File: src/rtl/adex_neuron_array.sv
// Time-multiplexed AdEx neuron array: one shared datapath updates one
// channel per enabled cycle round-robin; spike/above_vt/state/frame_done.
//
// Ports:
//   clk        : rising-edge clock
//   rst_n      : asynchronous active-low reset
//   en         : update/advance enable
//   current    : packed per-channel input current, ch k at [k*WIDTH +: WIDTH]
//   sel        : channel chosen for membrane readback
//   spike      : one-cycle spike pulse per channel
//   above_vt   : registered V[k] >= V_T
//   state      : registered V[sel]
//   frame_done : pulse after channel N_CH-1 has been updated
module adex_neuron_array #(
  parameter int WIDTH       = 8,
  parameter int N_CH        = 4,
  parameter int V_T         = 128,
  parameter int V_PEAK      = 224,
  parameter int V_RESET     = 16,
  parameter int LEAK_SHIFT  = 3,
  parameter int EXP_SHIFT   = 4,
  parameter int TAU_W_SHIFT = 4,
  parameter int B           = 16,
  parameter int REFRACT     = 2
) (
  input  logic                    clk,
  input  logic                    rst_n,
  input  logic                    en,
  input  logic [N_CH*WIDTH-1:0]   current,
  input  logic [$clog2(N_CH)-1:0] sel,
  output logic [N_CH-1:0]         spike,
  output logic [N_CH-1:0]         above_vt,
  output logic [WIDTH-1:0]        state,
  output logic                    frame_done
);

  localparam int CW = $clog2(N_CH);
  localparam int RW = (REFRACT > 0) ? $clog2(REFRACT + 1) : 1;
  localparam int XW = WIDTH + 3;

  typedef logic [WIDTH-1:0] word_t;

  localparam word_t          L_MAX  = '1;
  localparam word_t          L_VT   = word_t'(V_T);
  localparam word_t          L_PEAK = word_t'(V_PEAK);
  localparam word_t          L_VRST = word_t'(V_RESET);
  localparam word_t          L_B    = word_t'(B);
  localparam word_t          L_NW   = word_t'(WIDTH);
  localparam logic [RW-1:0]  L_REF  = RW'(REFRACT);
  localparam logic [CW-1:0]  L_LAST = CW'(N_CH - 1);

  word_t          r_v [N_CH];
  word_t          r_w [N_CH];
  logic [RW-1:0]  r_r [N_CH];
  logic [CW-1:0]  r_ch;
  logic [N_CH-1:0] r_spike;
  logic [N_CH-1:0] r_above;
  word_t          r_state;
  logic           r_frame;

  word_t                w_v;
  word_t                w_w;
  word_t                w_i;
  logic [RW-1:0]        w_r;
  word_t                w_wd;
  word_t                w_n;
  word_t                w_e;
  logic signed [XW-1:0] w_x;
  word_t                w_vn;
  logic [WIDTH:0]       w_wb;
  logic                 w_refr;
  logic                 w_fire;
  word_t                w_vnext;
  word_t                w_wnext;
  logic [RW-1:0]        w_rnext;

  assign w_v = r_v[r_ch];
  assign w_w = r_w[r_ch];
  assign w_r = r_r[r_ch];
  assign w_i = current[r_ch*WIDTH +: WIDTH];

  always_comb begin
    w_wd = w_w - (w_w >> TAU_W_SHIFT);
    w_n  = (w_v - L_VT) >> EXP_SHIFT;
    w_e  = '0;
    if (w_v >= L_VT) begin
      w_e = (w_n >= L_NW) ? L_MAX : (word_t'(1) << w_n);
    end
    // 3 guard bits hold the full range; wraparound gives two's complement
    w_x = $signed({3'b000, w_v}
                - {3'b000, w_v >> LEAK_SHIFT}
                + {3'b000, w_i}
                + {3'b000, w_e}
                - {3'b000, w_wd});
    if (w_x[XW-1]) begin
      w_vn = '0;
    end else if (w_x[XW-2:WIDTH] != '0) begin
      w_vn = L_MAX;
    end else begin
      w_vn = w_x[WIDTH-1:0];
    end
    w_refr  = (w_r != '0);
    w_fire  = !w_refr && (w_vn >= L_PEAK);
    w_wb    = {1'b0, w_wd} + {1'b0, L_B};
    w_vnext = w_vn;
    w_wnext = w_wd;
    w_rnext = '0;
    unique case (1'b1)
      w_refr: begin
        w_vnext = L_VRST;
        w_rnext = w_r - RW'(1);
      end
      w_fire: begin
        w_vnext = L_VRST;
        w_wnext = w_wb[WIDTH] ? L_MAX : w_wb[WIDTH-1:0];
        w_rnext = L_REF;
      end
      default: ;
    endcase
  end

  always_ff @(posedge clk or negedge rst_n) begin
    if (!rst_n) begin
      for (int k = 0; k < N_CH; k++) begin
        r_v[k] <= '0;
        r_w[k] <= '0;
        r_r[k] <= '0;
      end
      r_ch    <= '0;
      r_spike <= '0;
      r_above <= '0;
      r_state <= '0;
      r_frame <= 1'b0;
    end else begin
      r_spike <= '0;
      r_frame <= 1'b0;
      r_state <= r_v[sel];
      if (en) begin
        r_v[r_ch]     <= w_vnext;
        r_w[r_ch]     <= w_wnext;
        r_r[r_ch]     <= w_rnext;
        r_above[r_ch] <= (w_vnext >= L_VT);
        r_spike[r_ch] <= w_fire;
        r_frame       <= (r_ch == L_LAST);
        r_ch          <= r_ch + CW'(1);
      end
    end
  end

  assign spike      = r_spike;
  assign above_vt   = r_above;
  assign state      = r_state;
  assign frame_done = r_frame;

endmodule

File: config.mk
export PLATFORM = sky130hd
export DESIGN_NAME = adex_neuron_array
export DESIGN_NICKNAME = d
export VERILOG_FILES = /design/src/rtl/adex_neuron_array.sv
export SDC_FILE = /design/constraint.sdc
export NUM_CORES = 1
export LEC_CHECK = 0
export CAP_MARGIN = 40
export CORE_MARGIN = 8
export CORE_UTILIZATION = 50
export CTS_CLUSTER_SIZE = 40
export DETAILED_ROUTE_END_ITERATION = 16
export PLACE_DENSITY = 0.77
export SLEW_MARGIN = 10
export SYNTH_ARGS = -nofsm -noshare
export SYNTH_HDL_FRONTEND = slang
export SYNTH_SLANG_ARGS = --single-unit
File: constraint.sdc
create_clock -name clk -period 13.25 [get_ports clk]
set_input_delay 3.975 -clock clk [delete_from_list [all_inputs] [get_ports clk]]
set_output_delay 3.975 -clock clk [all_outputs]
set_load 0.02 [all_outputs]
==> impl_metrics.yaml, run 1 <==
run_status:
  status: "completed"
logic_synthesis:
  synthesis.nets: 597
  ys.flop_type: "dfrtp_1"
  yosysWarnings: 0
  avgSynthCellArea_um2: 10.66
  syn_area_um2: 5509
  ys_ff_latch: 87
  synth-edff-count: 0
  yosysUniqueCellTypes: 51
  async_reset_ff_share_pct: 100.0
  ys_seq_area_share_pct: 39.52
  synthCells: 517
timing:
  timing.final.hold_violations: 0
  relSlewSlack_pct: 40.75
  tightestPinTransition_ps: 886.5
  clock.fmax_mhz: 118.2
  finClkSkew_ps: 9.499
  fin_crit_sh_pct: 63.86
  min_period_ps: 8461
  fin_setup_tns_ps: 0
  slew_violations: 0
  setup_viol: 0
  rsz0062_at_grt: "no"
cts:
  post_cts_resized: 0
  post-cts-setup-buffer-count: 0
  cts-root-buf: "clkbuf_8"
  ctsHtreeMaxLevel: 3
  cts_buffer_depth: 2
  clock_sinks: 87
  cts_buffers: 9
  cts_tree: "done"
  cts_hold_buf: 0
  path_clk_slew_ps: 70
  clk-insertion-delay-late_ps: 360
grt:
  grt_pass1_vias: 4274
  antenna_found_initial: 0
  grt_max_degree: 65
  grt_pass1_wl_mm: 21.78
  grt_overflow_total: 0
  track_usage_pct: 18.95
detailed_routing:
  drc: 0
  antenna_left: 0
  firstDrtPassIters: 5
  wirelength_mm: 13.09
  vias: 4076
  avgRoutedWirePerCell_um: 18.59
  post_drt_via_cell_ratio: 5.790
  drt-initial-drc-count: 445
worst_setup_path:
  crit_buf_inv: 3
  crit_path_start_kind: "input pin"
  worstPathRequired_ps: 13440
  cpLargestDelayFamily: "compound AO/OA/AOI/OAI gates"
  worstPathCellList: "clkdlybuf4s50_1 > mux4_2 > xor2_1 > ha_1 > inv_1 > fa_1 > inv_1 > ha_1 > and2_0 > a221o_1 > or3_1 > a32oi_1 > a21o_1 > a21boi_0 > o21ai_0"
  end_kind: "flip-flop"
  cp_max_fo: 8
  cp.depth: 15
  worstRegToRegCells: 22
  timing_worst_setup_path_type: "in2reg"
  max_stage_delay_ps: 530
  slowest_stage: "fa_1"
  crit_arrival_ps: 8650
die:
  die_area_um2: 14630
  initial_core_util_pct: 51.04
  die_w_um: 121.0
  num_io_pins: 54
  die_y_um: 121.0
  rows: 38
  core_um2: 10790
min_path:
  whs_path_depth: 2
  min_path_type: "reg2reg"
cells_and_area:
  layout-drive-gt1-share_pct: 13.48
  synthToLayoutAreaGrowth_pct: 16.08
  nFillCells: 854
  antenna_cells: 0
  multi_input_area_um2: 3058
  regArea_um2: 2178
  finalNetCount: 639
  fin_area_um2: 6395
placed_design:
  gp_congestion: 0.9228
  hpwl_mm: 9.831
  placed_area_um2: 6171
  port_buffers: 53
job:
  maxCapViolCount: 0
-- flip-flops by register name (all words and copies together), names as in the netlist --
name        cells
above_vt        4
frame_done      1
r_ch            2
r_r             8
r_v            28
r_w            32
spike           4
state           8
-- synthesized netlist by cell type, types with 15 or more instances --
cell type	instances	area share [%]
fa_1	16	5.8
o21ai_1	16	1.5
ha_1	27	6.1
nand2_1	62	4.2
nand3_1	16	1.5
nor2_1	22	1.5
dfrtp_1	87	40
inv_1	40	2.7
o21ai_0	41	3.7
clkbuf_1	15	1.0
a21oi_1	20	1.8
mux4_2	34	14
-- area by class of cell --
| cell class | count | share of cell area [%] |
|---|---|---|
| multi-input cells | 362 | 47.82 |
| inverters | 41 | 2.407 |
| well taps | 140 | 2.739 |
| repair buffers | 58 | 9.470 |
| clock inverters | 3 | 1.017 |
| clock buffers | 13 | 2.485 |
| flip-flops and latches | 87 | 34.06 |
-- worst min-delay path, delay by kind of cell, from the launching register on --
kind / cells / cell delay (ps)
flip-flops: 1 / 350
AO/OA/AOI/OAI: 1 / 60
AND/OR/NAND/NOR: 1 / 40
-- through the flow --
| stage | hold WS (ps) | worst slack (ps) | util, % | instances |
|---|---|---|---|---|
| global route | 514.7 | 4532 | 59.25 | 704 |
| CTS | 487.2 | 4830 | 59.25 | 704 |
| finish | 485.4 | 4789 | 59.25 | 704 |
| global placement | 457.2 | 4585 | 56.67 | 686 |
| detailed placement | 470.0 | 4446 | 57.18 | 688 |
| floorplan | 440.7 | 5348 | - | 517 |
-- placed cells by master, fill, tap and decap left out, drive strengths merged, types with 6 or more instances in the layout --
master,n
xor2,9
clkdlybuf4s50,52
dfrtp,87
o21ai,57
clkbuf,13
nand3,16
ha,27
a21o,11
nor3,7
nor2,26
a31oi,7
fa,16
xnor2,9
mux4,34
buf,6
nand2,62
inv,40
a21oi,20
mux2,11
and2,7
-- worst paths after layout --
check | from | end | slack (ps)
worst min-delay path | r_r[5]$_DFFE_PN0P_ | r_r[5]$_DFFE_PN0P_ | 490
min in group asynchronous | rst_n | state[7]$_DFF_PN0_ | 3510
worst max-delay path | current[30] | r_r[7]$_DFFE_PN0P_ | 4790
worst max register to register | r_ch[1]$_DFFE_PN0P_ | r_r[7]$_DFFE_PN0P_ | 6010
worst min register to register | r_r[5]$_DFFE_PN0P_ | r_r[5]$_DFFE_PN0P_ | 490
max in group asynchronous | rst_n | r_ch[0]$_DFFE_PN0P_ | 9110
-- metal layers --
layer / vias to the layer above / wire (um) / GRT usage, %
li1: 1906 / - / -
met4: 0 / 275 / 7.416
met2: 135 / 6634 / 32.12
met1: 2016 / 5512 / 23.56
met5: - / 0 / 0
met3: 19 / 666 / 3.397
-- cell families (layout without fill, tap and decap cells) --
family / Yosys count / in the layout / share of synthesized area [%]
flip-flops: 87 / 87 / 39.52
AO/OA/AOI/OAI: 116 / 116 / 12.72
XOR/XNOR: 18 / 18 / 2.862
buffers and inverters: 68 / 115 / 4.974
AND/OR/NAND/NOR: 139 / 139 / 11.65
multiplexers: 46 / 46 / 16.33
adder cells (fa/ha/maj): 43 / 43 / 11.95
Power of run 1 is left out: the tool's default activity adds up to more than one toggle a clock period on the data nets, which glitch-free logic cannot reach.
==> inputs of run 2 (changes only) <==
Clock period 13.25 ns to 8.2 ns, I/O delays scaled along.
==> run 2 against run 1 <==
Worst hold slack better by 5.2 ps. Global-route usage is 0.080 points lower. Via count grew 0.66%. Cell count is the same. Setup slack lost 3900 ps. Register-to-register slack worse by 5100 ps. Cell area shrank 0.22%. Core utilization is 0.13 points lower. First-iteration DRC count is 30% lower. Die area unchanged. Clock skew decreased by 1.7 ps.
==> impl_metrics.yaml, run 2 (synthesis results as in run 1) <==
worst_setup_path:
  end_kind: "flip-flop"
  crit_path_start_kind: "flip-flop"
  worstRegToRegCells: 19
  timing_worst_setup_path_type: "reg2reg"
  crit_arrival_ps: 7490
  cp_max_fo: 22
  rr_endpoint: "r_r[3]$_DFFE_PN0P_"
  r2r_slack_ps: 910
  r2r_start: "r_ch[0]$_DFFE_PN0P_"
  worstPathRequired_ps: 8400
grt:
  grt_max_degree: 54
  grt_pass1_wl_mm: 21.89
  track_usage_pct: 18.87
  grt_overflow_total: 0
  grt_pass1_vias: 4397
  antenna_found_initial: 0
die:
  die_y_um: 121.0
  die_w_um: 121.0
  rows: 38
  num_io_pins: 54
  initial_core_util_pct: 51.04
  die_area_um2: 14630
  core_um2: 10790
timing:
  setup_slack_ps: 909.5
  clock.fmax_mhz: 137.2
  finClkSkew_ps: 7.784
  tightestPinTransition_ps: 901.1
  fin_crit_sh_pct: 88.91
  min_period_ps: 7291
  timing.hold.ws_ps: 490.5
  rsz0062_at_grt: "no"
  fin_setup_tns_ps: 0
  setup_viol: 0
  timing.final.hold_violations: 0
  slew_violations: 0
  relSlewSlack_pct: 39.78
cells_and_area:
  layout_commonest_cell: "dfrtp_1"
  finalNetCount: 639
  final_cell_mix: "dfrtp_1, nand2_1, clkdlybuf4s50_1"
  antenna_cells: 0
  layout-drive-gt1-share_pct: 13.48
  finalNonFillerCells: 704
  top_regs: "r_w: 32 flops, r_v: 28 flops"
  top_register: "r_w"
  largest_reg_flops: 32
  synthToLayoutAreaGrowth_pct: 15.83
run_status:
  status: "completed"
cts:
  post-cts-setup-buffer-count: 0
  cts_tree: "done"
  path_clk_slew_ps: 80
  cts_buffer_depth: 2
  ctsHtreeMaxLevel: 3
  cts-root-buf: "clkbuf_8"
  cts_hold_buf: 0
  clk-insertion-delay-late_ps: 370
  post_cts_resized: 0
  clock_sinks: 87
  cts_buffers: 9
detailed_routing:
  avgRoutedWirePerCell_um: 18.40
  firstDrtPassIters: 5
  antenna_left: 0
  drt-initial-drc-count: 311
  wirelength_mm: 12.96
  post_drt_via_cell_ratio: 5.828
  vias: 4103
  drc: 0
job:
  maxCapViolCount: 0
placed_design:
  gp_congestion: 0.9364
  port_buffers: 53
  dp_cells: 688
  preCtsSetupSlack_ps: 907.9
  hpwl_mm: 9.776
min_path:
  holdPathEnd: "r_w[9]$_DFFE_PN0P_"
  hold_start: "r_w[9]$_DFFE_PN0P_"
  min_path_type: "reg2reg"
  whs_path_depth: 2
[run 2: area by class of cell]
class	instances	area [um^2]
Timing Repair Buffer	58	605.6
Clock buffer	14	172.7
Sequential cell	87	2178
Multi-Input combinational cell	362	3058
Clock inverter	2	37.54
Fill cell	849	4412
Inverter	41	153.9
Tap cell	140	175.2
[run 2: layer usage]
layer  vias to the layer above  share of wire (%)  GRT usage [%]
met4                         0                1.5          6.792
met2                       143                 50          31.85
li1                       1903                  -              -
met1                      2039                 44          23.50
met3                        18                5.0          3.862
met5                         -                  0              0
[run 2: worst max-delay path by stage]
stage | cells after the start | end | slack [ps] | start
2_1_floorplan | 24 | r_w[12]$_DFFE_PN0P_ | 1040 | r_ch[0]$_DFFE_PN0P_
3_3_place_gp | 15 | r_r[3]$_DFFE_PN0P_ | 1060 | current[30]
3_5_place_dp | 14 | r_r[3]$_DFFE_PN0P_ | 910 | current[26]
4_1_cts | 19 | r_r[3]$_DFFE_PN0P_ | 890 | r_ch[0]$_DFFE_PN0P_
5_1_grt | 19 | r_r[5]$_DFFE_PN0P_ | 320 | r_ch[0]$_DFFE_PN0P_
6_report | 19 | r_r[3]$_DFFE_PN0P_ | 910 | r_ch[0]$_DFFE_PN0P_
[run 2: worst max-delay path: stages, from the launching register on]
cell and delay (ps):
dfrtp_2 850, buf_4 350, mux4_2 570, fa_1 450, a21o_1 220, a2111oi_0 550
xnor2_1 310, xor2_1 220, ha_1 310, inv_1 50, fa_1 530, inv_1 40
ha_1 370, and2_0 170, a221o_1 350, or3_1 350, a32oi_1 500, a21o_1 360
a21boi_0 400, o21ai_0 140
[run 2: stage by stage]
step / instance area (um^2) / util, %
2_1_floorplan: 5509 / -
3_3_place_gp: 6116 / 56.67
3_5_place_dp: 6171 / 57.18
4_1_cts: 6381 / 59.12
5_1_grt: 6381 / 59.12
6_report: 6381 / 59.12
Power of run 2 is left out for the same reason.
